File: config.mk
export PLATFORM = sky130hd
export DESIGN_NAME = stopwatch_bcd
export DESIGN_NICKNAME = d
export VERILOG_FILES = /design/src/rtl/stopwatch_bcd.sv
export SDC_FILE = /design/constraint.sdc
export NUM_CORES = 1
export LEC_CHECK = 0
export CORE_AREA = 8 8 94 96
export CTS_CLUSTER_SIZE = 14
export DETAILED_ROUTE_END_ITERATION = 6
export DIE_AREA = 0 0 102 104
export GPL_ROUTABILITY_DRIVEN = 0
export GPL_TIMING_DRIVEN = 0
export PLACE_DENSITY = 0.59
export SETUP_SLACK_MARGIN = 0.2
export SYNTH_ARGS = -nofsm -noshare
export SYNTH_HDL_FRONTEND = slang
export SYNTH_SLANG_ARGS = --single-unit
File: constraint.sdc
create_clock -name clk -period 2.4 [get_ports clk]
set_input_delay 0.24 -clock clk [delete_from_list [all_inputs] [get_ports clk]]
set_output_delay 0.24 -clock clk [all_outputs]
set_load 0.02 [all_outputs]
File: src/rtl/stopwatch_bcd.sv
// stopwatch_bcd: BCD stopwatch M:SS.CC (0:00.00 .. 9:59.99) driven by a
// 1 ms tic strobe, with start/stop, lap-hold and clear command pulses.
//
// Ports:
//   clk         system clock, rising edge
//   rst         asynchronous active-high reset
//   tic         timebase strobe, one pulse per prescaler step
//   start_stop  pulse, toggles run/pause (IDLE -> RUN on first press)
//   lap         pulse, freezes / releases the displayed time
//   clear       pulse, returns to IDLE with all time state zeroed
//   d_cs0       displayed hundredths units
//   d_cs1       displayed tenths
//   d_s0        displayed seconds units
//   d_s1        displayed seconds tens (0-5)
//   d_m0        displayed minutes (0-9)
//   running     high while in RUN
//   hold        high while the display is frozen
//   wrap        one-cycle pulse on 9:59.99 -> 0:00.00
module stopwatch_bcd #(
   parameter int unsigned TICKS_PER_UNIT = 10
) (
   input  logic       clk,
   input  logic       rst,
   input  logic       tic,
   input  logic       start_stop,
   input  logic       lap,
   input  logic       clear,
   output logic [3:0] d_cs0,
   output logic [3:0] d_cs1,
   output logic [3:0] d_s0,
   output logic [3:0] d_s1,
   output logic [3:0] d_m0,
   output logic       running,
   output logic       hold,
   output logic       wrap
);

   typedef enum logic [1:0] {
      IDLE   = 2'd0,
      RUN    = 2'd1,
      PAUSED = 2'd2
   } state_t;

   localparam logic [7:0] PRE_MAX = 8'(TICKS_PER_UNIT - 1);

   state_t state;
   state_t state_nx;

   logic [7:0] pre;

   // live time
   logic [3:0] cs0;
   logic [3:0] cs1;
   logic [3:0] s0;
   logic [3:0] s1;
   logic [3:0] m0;

   // lap-held time
   logic [3:0] h_cs0;
   logic [3:0] h_cs1;
   logic [3:0] h_s0;
   logic [3:0] h_s1;
   logic [3:0] h_m0;

   logic       count_en;
   logic       unit_en;
   logic [5:0] cy;
   logic       lap_act;

   logic [3:0] cs0_nx;
   logic [3:0] cs1_nx;
   logic [3:0] s0_nx;
   logic [3:0] s1_nx;
   logic [3:0] m0_nx;

   // Advance a digit; anything at or above its top value rolls to zero,
   // so a corrupted digit heals instead of leaving BCD range.
   function automatic logic [3:0] bcd_inc(
      input logic [3:0] d,
      input logic [3:0] top
   );
      return (d >= top) ? 4'd0 : d + 4'd1;
   endfunction

   // ---------------- FSM ----------------
   always_ff @(posedge clk or posedge rst) begin
      if (rst) begin
         state <= IDLE;
      end else begin
         state <= state_nx;
      end
   end

   always_comb begin
      state_nx = state;
      if (clear) begin
         state_nx = IDLE;
      end else if (start_stop) begin
         unique case (state)
            IDLE:    state_nx = RUN;
            RUN:     state_nx = PAUSED;
            PAUSED:  state_nx = RUN;
            default: state_nx = IDLE;
         endcase
      end
   end

   // tic is judged against the current state, so a tic arriving with the
   // start press is not counted but one arriving with the stop press is.
   assign count_en = tic && (state == RUN) && !clear;
   assign unit_en  = count_en && (pre == PRE_MAX);

   // lap loses to start_stop and clear in the same cycle
   assign lap_act = lap && !start_stop && !clear;

   // ---------------- ripple carry ----------------
   assign cy[0] = unit_en;
   assign cy[1] = cy[0] && (cs0 >= 4'd9);
   assign cy[2] = cy[1] && (cs1 >= 4'd9);
   assign cy[3] = cy[2] && (s0  >= 4'd9);
   assign cy[4] = cy[3] && (s1  >= 4'd5);
   assign cy[5] = cy[4] && (m0  >= 4'd9);

   always_comb begin
      cs0_nx = cs0;
      cs1_nx = cs1;
      s0_nx  = s0;
      s1_nx  = s1;
      m0_nx  = m0;
      if (cy[0]) cs0_nx = bcd_inc(cs0, 4'd9);
      if (cy[1]) cs1_nx = bcd_inc(cs1, 4'd9);
      if (cy[2]) s0_nx  = bcd_inc(s0,  4'd9);
      if (cy[3]) s1_nx  = bcd_inc(s1,  4'd5);
      if (cy[4]) m0_nx  = bcd_inc(m0,  4'd9);
   end

   // ---------------- prescaler and live time ----------------
   always_ff @(posedge clk or posedge rst) begin
      if (rst) begin
         pre  <= 8'd0;
         cs0  <= 4'd0;
         cs1  <= 4'd0;
         s0   <= 4'd0;
         s1   <= 4'd0;
         m0   <= 4'd0;
         wrap <= 1'b0;
      end else if (clear) begin
         pre  <= 8'd0;
         cs0  <= 4'd0;
         cs1  <= 4'd0;
         s0   <= 4'd0;
         s1   <= 4'd0;
         m0   <= 4'd0;
         wrap <= 1'b0;
      end else begin
         // prescaler value survives PAUSED untouched
         if (count_en) begin
            pre <= unit_en ? 8'd0 : pre + 8'd1;
         end
         cs0  <= cs0_nx;
         cs1  <= cs1_nx;
         s0   <= s0_nx;
         s1   <= s1_nx;
         m0   <= m0_nx;
         wrap <= cy[5];
      end
   end

   // ---------------- lap hold ----------------
   // Capture takes the live digits before this cycle's increment.
   always_ff @(posedge clk or posedge rst) begin
      if (rst) begin
         hold  <= 1'b0;
         h_cs0 <= 4'd0;
         h_cs1 <= 4'd0;
         h_s0  <= 4'd0;
         h_s1  <= 4'd0;
         h_m0  <= 4'd0;
      end else if (clear) begin
         hold  <= 1'b0;
         h_cs0 <= 4'd0;
         h_cs1 <= 4'd0;
         h_s0  <= 4'd0;
         h_s1  <= 4'd0;
         h_m0  <= 4'd0;
      end else if (lap_act) begin
         if (hold) begin
            hold <= 1'b0;
         end else if (state == RUN) begin
            hold  <= 1'b1;
            h_cs0 <= cs0;
            h_cs1 <= cs1;
            h_s0  <= s0;
            h_s1  <= s1;
            h_m0  <= m0;
         end
      end
   end

   // ---------------- outputs (register-only paths) ----------------
   assign running = (state == RUN);

   assign d_cs0 = hold ? h_cs0 : cs0;
   assign d_cs1 = hold ? h_cs1 : cs1;
   assign d_s0  = hold ? h_s0  : s0;
   assign d_s1  = hold ? h_s1  : s1;
   assign d_m0  = hold ? h_m0  : m0;

endmodule

Yosys cells after proc, flatten, opt, wreduce, memory -nomap -nowiden
Cells that the tools add are included.

word-level totals
  register bits after elaboration = 52
  bits in latches = 0
  memory bits (writable) = 0
  memory bits (read-only) = 0
  output and inout bits = 23
  word-level logic and storage cells = 104
  memories kept = 0

operators by class
  add/subtract/negate cells = 6
  $mul = 0
  div/mod/pow operators = 0
  order comparisons = 5
  equal/unequal tests = 4
  shift-type cells = 0
  muxes and demuxes = 51
  bitwise logic cells = 0
  reductions and logical operators = 24

operators by type and width
  cell                   number
  $mux W4                40
  $mux W8                3
  $add A4 B1 Y4 const B  5
  $reduce_bool A2 Y1     9
  $ge A4 B4 Y1 const B   4
  $logic_and A1 B1 Y1    10
  $add A8 B1 Y8 const B  1
  $eq A8 B4 Y1 const B   1
  $mux W1                5
  $ge A4 B3 Y1 const B   1
  $mux W2                2
  $pmux W2 S2            1
  $reduce_and A3 Y1      1
  $eq A2 B1 Y1 const B   1
  $eq A2 B2 Y1 const B   1
  $logic_not A1 Y1       2
  $logic_not A2 Y1       1
  $ne A2 B2 Y1 const B   1
  $reduce_or A2 Y1       1

Depth between registers and ports, before layout
  word-level depth = 10
  mapped depth = 8

Worst setup path before layout
No wires, ideal clock.

  path type = register to register
  from = register pre[1]
  to = register m0[3]
  setup time = 0.122 ns
  data arrival time = 2.283 ns
  data required time = 2.278 ns
  setup slack = -0.005 ns
  cell stages (with the launch flop) = 9
  buffers on the path = 1
  period minus slack after synthesis = 2.405 ns
  cells stage by stage = dfrtp_1 -> inv_1 -> ha_1 -> or4b_4 -> or4b_1 -> buf_6 -> o21a_4 -> or2_0 -> a32o_1

on the way
  longest elaborated chain between the ends = 7

ends and longest elaborated chain
  item                          RTL line  source
  from (decl)                   49        logic [7:0] pre;
  from (signal assigned)        158       pre <= unit_en ? 8'd0 : pre + 8'd1;
  $eq A8 B4 Y1                  111       assign unit_en = count_en && (pre == PRE_MAX);
  $logic_and A1 B1 Y1           111
  $logic_and A1 B1 Y1           118       assign cy[1] = cy[0] && (cs0 >= 4'd9);
  $logic_and A1 B1 Y1           119       assign cy[2] = cy[1] && (cs1 >= 4'd9);
  $logic_and A1 B1 Y1           120       assign cy[3] = cy[2] && (s0 >= 4'd9);
  $logic_and A1 B1 Y1           121       assign cy[4] = cy[3] && (s1 >= 4'd5);
  $reduce_bool A2 Y1 (no line)  n/a
  to (signal assigned)          164       m0 <= m0_nx;
  to (decl)                     56        logic [3:0] m0;

No other way between the ends.
A chain may end at the register's enable or synchronous reset.

Final worst setup path
Same ends and word-level chain as after synthesis.

==> summary.txt <==
Synthesis
  – Seq/Total Area, Yosys: 45.4%
  – Synthesized area: 2870 sq um
  – Yosys top cell area share: 45.4%
  – Mapped Cells: 318
  – Top-count cell post-synth: nand2_1
  – Library cells used by synthesis: 43
  – Synth area leader: dfrtp_1
  – Synth area leaders: dfrtp_1 45%, nand2_1 9.0%, ha_1 7.4%
  – Synth warn: 0
  – Syn nets: 341
  – Number of enable flip-flop cells after synthesis: 0
  – Asr flop ratio synth: 100%
  – Synth Area per Inst: 9.01 sq um
  – Commonest cells post-synth: 69 x nand2_1, 52 x dfrtp_1, 32 x a21oi_1
  – Synth Register Bits: 52
  – Post-synth top flop: dfrtp_1

Finish
  – Fin cells: 468
  – Share of layout cells above drive strength 1: 15.3%
  – Fill count: 748
  – Nets@finish: 388
  – Area Overhead vs Synth: 24.9%
  – Util after Layout: 48.1%
  – Ant diodes: 0

Floorplanning
  – # rows: 32
  – Chip width: 102 um
  – I/O pin cnt: 29
  – Core Footprint: 7450 sq um
  – Die height: 104 um
  – Total die area: 10,600 sq um
  – Initial core utilization: 38.5%

Route
  – Drt drc: 0
  – DRT antenna net count: 0
  – Initial DRT Pass Iterations: 4
  – Final WL: 7100 um
  – Vias/cell: 5.13
  – Violation count after the first detailed-route iteration: 94
  – Routed WL per cell: 15.2 um
  – Via count: 2,399

STA
  – Post-route setup slack: -78.3 ps
  – Setup TNS: -91.7 ps
  – Worst Max-Slew Pin Slew: 761 ps
  – Final setup fails: 2
  – RSZ-0062 raised after global routing: true
  – Max Slew Vio Count: 0
  – Clk_skew: 5.20 ps
  – Fin. Hold Viols: 0
  – Slew margin rel.: 48.8%
  – Peak Freq: 0.404 GHz
  – Final period util: 103%
  – Min cycle time layout: 2480 ps

Worst setup path
  – Critical path's largest stage delay: 540 ps
  – WP buf/inv: 2
  – Type of origin of the critical path: flip-flop
  – Cells along the critical path: inv_2 -> ha_4 -> or4b_4 -> or4b_4 -> buf_8 -> o21a_4 -> or2_0 -> a32o_1
  – Most used cell, CP: or4b_4
  – Setup Crit Path Kind: reg2reg
  – WP data arrival: 2680 ps
  – Max Fanout on Critical Path: 5
  – Crit-path slowest cell: or4b_4
  – Largest delay share family, worst path: simple AND/OR/NAND/NOR gates
  – Crit path required time: 2600 ps
  – Crit. End Element: flip-flop

Clocking
  – CTS sink cnt: 52
  – TritonCTS clock tree: done
  – H-Tree Depth: 2
  – Root Driver: clkbuf_8
  – Clock buffer count from CTS: 5
  – Max clock buf depth: 2
  – Clock transition at path regs: 100 ps
  – Worst skew pair latency: 300 ps

Run
  – Max cap viols: 0

Pwr
  – Peak VDD IR: 334 uV
  – LEAKAGE: 0.00167 uW
  – Pwr Density: 454 nW/um^2

Global route
  – Vias in the first global route: 2,386
  – Grt total ovfl: 0
  – First-pass GRT wire length: 11,900 um
  – Total global-route track usage: 13.8%
  – Initial antenna violation count: 0
  – Largest net degree at the start of global routing: 42

Outcome
  – Failing checks: negative setup slack
  – Outcome: finished with violations

Placed design
  – Post-DP HPWL: 5140 um
  – Buffers on Ports: 28
  – Placed Cells: 449

Min path
  – Worst min path class: in2async
-- repair_timing --
action,4_1_cts,5_1_grt
setup buffers,7,4
cloned,0,0
pin swaps,3,8
hold buffers,0,0
hold endpoints to repair,0,0
gates resized for setup,30,20
endpoints found under the setup margin,39,27
-- registers in the layout, summed over array words and instances (netlist names) --
signal  cells
h_s0        4
cs1         4
pre         8
wrap        1
state       2
s1          4
m0          4
s0          4
h_m0        4
hold        1
h_s1        4
h_cs1       4
cs0         4
h_cs0       4
-- cell families (layout without fill, tap and decap cells) --
kind of cell	after synthesis	in the layout	synth area share [%]
buffers and inverters	29	77	4.06
DFF	52	52	45.4
muxes	10	10	3.84
adders and majority gates	17	17	7.42
AOI/OAI and AO/OA	71	71	14.4
and+or+nand+nor	130	130	22.1
xor gates and xnor gates	9	9	2.75
-- metrics by stage --
step	setup slack [ps]	power, uW	cell area, sq um	hold WS (ps)
6_report	-78.3	1630	3580	183
4_1_cts	-91.8	1640	3490	193
5_1_grt	-158	1700	3580	203
3_3_place_gp	-508	1020	3280	472
2_1_floorplan	-0.155	971	2870	386
3_5_place_dp	-568	1020	3300	476
-- worst reg2reg max path, cell delays in order (launching register included) --
cell	delay (ps)
dfrtp_1	400
inv_2	80
ha_4	120
or4b_4	470
or4b_4	540
buf_8	150
o21a_4	220
or2_0	210
a32o_1	210
-- cell type report --
cell class	instances	area [sq um]	share of cell area, %
Multi-Input combinational cell	237	1520	42.5
Sequential cell	52	1300	36.4
Timing Repair Buffer	40	387	10.8
Tap cell	102	128	3.57
Buffer	13	71.3	1.99
Clock buffer	5	68.8	1.92
Inverter	16	60.1	1.68
Clock inverter	3	42.5	1.19
-- layout by cell type, fill, tap and decap left out, types with 5 or more instances in the layout --
master and n:
nand2_1 68, inv_1 14, xor2_1 5, ha_1 16, nor2_1 12, nand3_1 9
dfrtp_1 52, mux2_2 8, buf_4 8, clkbuf_8 5, o21ai_0 21, o21ai_1 5
clkdlybuf4s50_1 10, dlygate4sd2_1 15, a21oi_1 31, clkbuf_1 6
-- report_power, final --
group | internal [uW] | switching [uW] | total, uW
Combinational | 46.5 | 87.7 | 134
Sequential | 880 | 5.31 | 886
Clock | 309 | 298 | 607
-- worst paths after layout --
kind / slack (ps) / to / start / cells past startpoint
max: -80 / m0[3] / pre[1] / 8
min: 180 / s0[2] / rst / 2
max reg2reg: -80 / m0[3] / pre[1] / 8
min reg2reg: 500 / pre[7] / pre[7] / 1
max in group asynchronous: 1700 / h_s0[0] / rst / 3
min in group clk: 500 / pre[7] / pre[7] / 1
-- layer usage --
layer  track usage [%]  vias up  wire length, um  part of all wire [%]
met4              3.15        0               62                  0.87
met3              2.61        7              232                   3.3
met5                 0        -                0                     0
met1              18.4     1177             3380                    48
li1                  -     1179                -                     -
met2              22.4       36             3420                    48
(Power assumes the default switching activity.)
